===== src/rtl/sysu_bus_pkg.sv =====
// Shared definitions for the tri-state bus controller and its round-robin arbiter.
package sysu_bus_pkg;

  localparam int unsigned SRC_W = 3;

  typedef enum logic [1:0] {
    StIdle  = 2'd0,
    StDrive = 2'd1,
    StTurn  = 2'd2
  } bus_state_e;

endpackage


===== src/rtl/sysu_rr_arbiter.sv =====
// Combinational round-robin pick: lowest requesting index at or after last+1, wrapping mod N.
module sysu_rr_arbiter
  import sysu_bus_pkg::*;
#(
  parameter int unsigned N = 4
) (
  input  logic [N-1:0]     req,
  input  logic [SRC_W-1:0] last,
  output logic [N-1:0]     pick,
  output logic [SRC_W-1:0] idx
);

  localparam int unsigned IW = (N > 1) ? $clog2(N) : 1;

  int unsigned   cand;
  logic [IW-1:0] cand_idx;
  logic          found;

  always_comb begin
    pick     = '0;
    idx      = '0;
    found    = 1'b0;
    cand     = 0;
    cand_idx = '0;
    for (int unsigned k = 1; k <= N; k++) begin
      cand     = (32'(last) + k) % N;
      cand_idx = IW'(cand);
      if (!found && req[cand_idx]) begin
        found          = 1'b1;
        pick[cand_idx] = 1'b1;
        idx            = SRC_W'(cand);
      end
    end
  end

endmodule


===== src/rtl/sysu_tri_bus_ctrl.sv =====
// Shared tri-state bus owner: round-robin grant, bounded hold, one-cycle turnaround,
// and registered capture of the resolved bus on every non-first drive cycle.
module sysu_tri_bus_ctrl
  import sysu_bus_pkg::*;
#(
  parameter int unsigned N        = 4,
  parameter int unsigned W        = 8,
  parameter int unsigned MAX_HOLD = 8
) (
  input  logic             clk,
  input  logic             rst_n,
  input  logic [N-1:0]     req,
  output logic [N-1:0]     oe_n,
  output logic [N-1:0]     gnt,
  input  logic [W-1:0]     bus,
  output logic [W-1:0]     rx_data,
  output logic             rx_valid,
  output logic [SRC_W-1:0] rx_src,
  output logic             busy
);

  localparam int unsigned IW      = (N > 1) ? $clog2(N) : 1;
  localparam logic [7:0]  MaxHold = 8'(MAX_HOLD);

  bus_state_e       state_q, state_d;
  logic [SRC_W-1:0] owner_q, owner_d;
  logic [SRC_W-1:0] last_q, last_d;
  logic [7:0]       hold_q, hold_d;
  logic [N-1:0]     oe_n_q, oe_n_d;
  logic [W-1:0]     rx_data_q, rx_data_d;
  logic             rx_valid_q, rx_valid_d;
  logic [SRC_W-1:0] rx_src_q, rx_src_d;
  logic             busy_q, busy_d;

  logic [N-1:0]     pick;
  logic [SRC_W-1:0] pick_idx;
  logic [IW-1:0]    owner_idx;

  sysu_rr_arbiter #(
    .N(N)
  ) u_arb (
    .req  (req),
    .last (last_q),
    .pick (pick),
    .idx  (pick_idx)
  );

  assign owner_idx = owner_q[IW-1:0];

  always_comb begin
    state_d    = state_q;
    owner_d    = owner_q;
    last_d     = last_q;
    hold_d     = hold_q;
    oe_n_d     = oe_n_q;
    rx_data_d  = rx_data_q;
    rx_valid_d = 1'b0;
    rx_src_d   = rx_src_q;
    unique case (state_q)
      StIdle: begin
        if (|req) begin
          state_d = StDrive;
          owner_d = pick_idx;
          hold_d  = 8'd1;
          oe_n_d  = ~pick;
        end
      end
      StDrive: begin
        // First drive cycle lets the bus settle; every later one is captured.
        if (hold_q != 8'd1) begin
          rx_valid_d = 1'b1;
          rx_data_d  = bus;
          rx_src_d   = owner_q;
        end
        if (!req[owner_idx] || hold_q == MaxHold) begin
          state_d = StTurn;
          oe_n_d  = '1;
        end else begin
          hold_d = hold_q + 8'd1;
        end
      end
      StTurn: begin
        last_d  = owner_q;
        state_d = StIdle;
      end
      default: begin
        state_d = StIdle;
        oe_n_d  = '1;
      end
    endcase
    busy_d = (state_d != StIdle);
  end

  always_ff @(posedge clk or negedge rst_n) begin
    if (!rst_n) begin
      state_q    <= StIdle;
      owner_q    <= '0;
      last_q     <= SRC_W'(N - 1);
      hold_q     <= '0;
      oe_n_q     <= '1;
      rx_data_q  <= '0;
      rx_valid_q <= 1'b0;
      rx_src_q   <= '0;
      busy_q     <= 1'b0;
    end else begin
      state_q    <= state_d;
      owner_q    <= owner_d;
      last_q     <= last_d;
      hold_q     <= hold_d;
      oe_n_q     <= oe_n_d;
      rx_data_q  <= rx_data_d;
      rx_valid_q <= rx_valid_d;
      rx_src_q   <= rx_src_d;
      busy_q     <= busy_d;
    end
  end

  assign oe_n     = oe_n_q;
  assign gnt      = ~oe_n_q;
  assign rx_data  = rx_data_q;
  assign rx_valid = rx_valid_q;
  assign rx_src   = rx_src_q;
  assign busy     = busy_q;

endmodule

===== config.mk =====
export PLATFORM = sky130hd
export DESIGN_NAME = sysu_tri_bus_ctrl
export DESIGN_NICKNAME = d
export VERILOG_FILES = /design/src/rtl/sysu_bus_pkg.sv /design/src/rtl/sysu_rr_arbiter.sv /design/src/rtl/sysu_tri_bus_ctrl.sv
export SDC_FILE = /design/constraint.sdc
export NUM_CORES = 1
export LEC_CHECK = 0
export ABC_CLOCK_PERIOD_IN_PS = 3430
export CORE_MARGIN = 3
export CORE_UTILIZATION = 50
export DETAILED_ROUTE_END_ITERATION = 12
export PLACE_DENSITY = 0.78
export SLEW_MARGIN = 10
export SYNTH_ARGS = -nofsm -noshare
export SYNTH_HDL_FRONTEND = slang
export SYNTH_SLANG_ARGS = --single-unit

===== constraint.sdc =====
create_clock -name clk -period 3.43 [get_ports clk]
set_clock_uncertainty 0.15 [all_clocks]
set_input_delay 1.029 -clock clk [delete_from_list [all_inputs] [get_ports clk]]
set_output_delay 1.029 -clock clk [all_outputs]
set_load 0.005 [all_outputs]

==> flow_metrics.tcl <==
set metrics [dict create \
    status "complete, no violations" \
    tightest_slew_ps 1030 \
    io_pins 35 \
    layout_common_cells "clkdlybuf4s50_1 (33), dfrtp_1 (24), nor2_1 (14), mux2_2 (14), o21ai_0 (12)" \
    drt_iter0_drc 132 \
    avgRoutedWirePerCell_um 15.9 \
    rsz0062_at_grt "no" \
    cts_tree "done" \
    period_share_pct 90.1 \
    numCtsBuffers 5 \
    grt_pass1_wl_mm 7.42 \
    fmax_mhz 323 \
    period_needed_ps 3090 \
    cts_max_path_buffers 2 \
    core_um2 3490 \
    die_area_um2 4600 \
    die_w_um 67.8 \
    maxCapViolCount 0 \
    dr.pass1.iters 4 \
    fillers 249 \
    initial_core_util_pct 54.7 \
    rows 21 \
    cp-start-kind "flop" \
    clock_latency_ps 280 \
    clk_pin_slew_ps 60 \
    layout.nets 258 \
    setup_ws_ps 338 \
    grtUsageTotal_pct 21.7 \
    hold_viol 0 \
    synth_nets 222 \
    hold_path_class "reg -> reg" \
    tns_ps 0 \
    utilization_pct 69.0 \
    multi_input_area_um2 1050 \
    detail-route-antenna-nets 0 \
    netlist_area_um2 1910 \
    relSlewSlack_pct 30.7 \
    fp.dieH_um 67.8 \
    end_kind "flop" \
    ys.flop_type "dfrtp_1" \
    synth_edf_count 0 \
    pre_cts_slack_ps 388 \
    syn2layout_area_growth_pct 26.1 \
    critPathKind "reg -> reg" \
    overflow 0 \
    grt_start_max_net_pins 31 \
    p_leak_nw 1.03 \
    power.total_mw 2.11 \
    antenna_cells 0 \
    drv_slew 0 \
    holdWs_ps 356 \
    wl_mm 4.45 \
    instances_no_fill 280 \
    remaining_drc_errors 0 \
    cts_root_buf "clkbuf_8" \
    ys_seq_area_share_pct 39.7 \
    cp_max_fo 19 \
    syn_area_per_cell_um2 9.70 \
    vias_per_cell 5.84 \
    finalSetupViolations 0 \
    placed_area_um2 2290 \
    critPathRequiredTime_ps 3460 \
    arrival_ps 3120 \
    synth_cell_types 39 \
    post_cts_buffers 0 \
    grt_pass1_vias 1614 \
    synth-async-reset-ratio_pct 100 \
    yosysWarnings 0 \
    cts.sinks 30 \
    seq_area_um2 758 \
    port_buffers 33 \
    cts-hold-fix-buffers 0 \
    vias 1635 \
    drive_gt1_share_pct 17.5 \
    final_area_um2 2410 \
    mostFrequentLayoutCell "clkdlybuf4s50_1" \
    syn_inst 197 \
    power.density_nw_per_um2 877 \
    htreeDepth 2 \
    dp_hpwl_mm 3.29 \
    post-place-cells 272 \
    place_congestion 1.03 \
    ys_seq_elements 30 \
    ir_worst_vdd_v 0.000544 \
    antenna_found_initial 0 \
    cts_resized 0 \
]
[final timing paths]
kind                             from         end  slack (ps)  cells after the start
max                         last_q[0]     oe_n[1]         340                      7
min                        rx_data[7]  rx_data[7]         360                      1
max reg2reg                 last_q[0]     oe_n[1]         340                      7
min reg2reg                rx_data[7]  rx_data[7]         360                      1
max in group asynchronous       rst_n   last_q[1]        1830                      2
min in group asynchronous       rst_n   hold_q[0]         980                      2
[routing by layer]
layer  routed length (µm)  vias to the layer above  track usage (%)
met3                  292                       19             6.40
met2                 2140                       75             35.0
li1                     -                      776                -
met4                  141                        0             11.4
met5                    0                        -                0
met1                 1880                      765             26.1
[cell usage after synthesis, types with 3 or more instances]
cell	count	share of area [%]
nand2b_1	4	1.3
ha_1	11	7.2
o211ai_1	5	2.0
dfstp_2	6	8.3
nor3_1	5	1.3
mux2_2	14	8.3
nand3_1	7	1.8
nand2_1	10	2.0
nor2b_1	3	0.98
dfrtp_1	24	31
a21oi_1	5	1.3
inv_1	11	2.2
nor2_1	14	2.8
a211oi_1	7	2.8
mux2i_1	5	2.6
a31oi_1	11	3.6
o21ai_0	12	3.1
clkbuf_1	3	0.59
xor2_1	3	1.4
nand4_1	5	1.6
buf_2	7	1.8
nor3b_1	3	1.2
[power by group]
part / leakage [nW] / internal [mW] / switching (mW)
Clock: 0.0585 / 0.236 / 0.127
Sequential: 0.359 / 0.514 / 0.162
Combinational: 0.607 / 0.558 / 0.516
[flip-flops by register name, indices dropped and copies added, names as in the netlist]
register	cells
rx_src	2
busy	1
hold_q	8
owner_q	2
oe_n	4
rx_data	8
rx_valid	1
last_q	2
state_q	2
[critical path, stage by stage (launching register included)]
cell and delay (ps):
dfstp_2 770, inv_1 260, ha_1 650, mux2i_1 410
mux2i_1 210, a31oi_1 200, a31oi_1 110, a211oi_1 250
[layout make-up]
class | count | area share, %
clock buffers | 7 | 3.58
multi-input cells | 144 | 43.4
flip-flops and latches | 30 | 31.5
clock inverters | 1 | 1.25
repair buffers | 41 | 16.2
inverters | 11 | 1.71
well taps | 46 | 2.39
[kinds of logic after synthesis]
logic type,share of synthesized area [%]
DFF,39.7
and+or+nand+nor,18.5
other,0.196
adders and majority gates,7.20
xor gates and xnor gates,1.38
AOI/OAI and AO/OA,14.2
muxes,13.2
buffers and inverters,5.57
(Power assumes the default switching activity.)
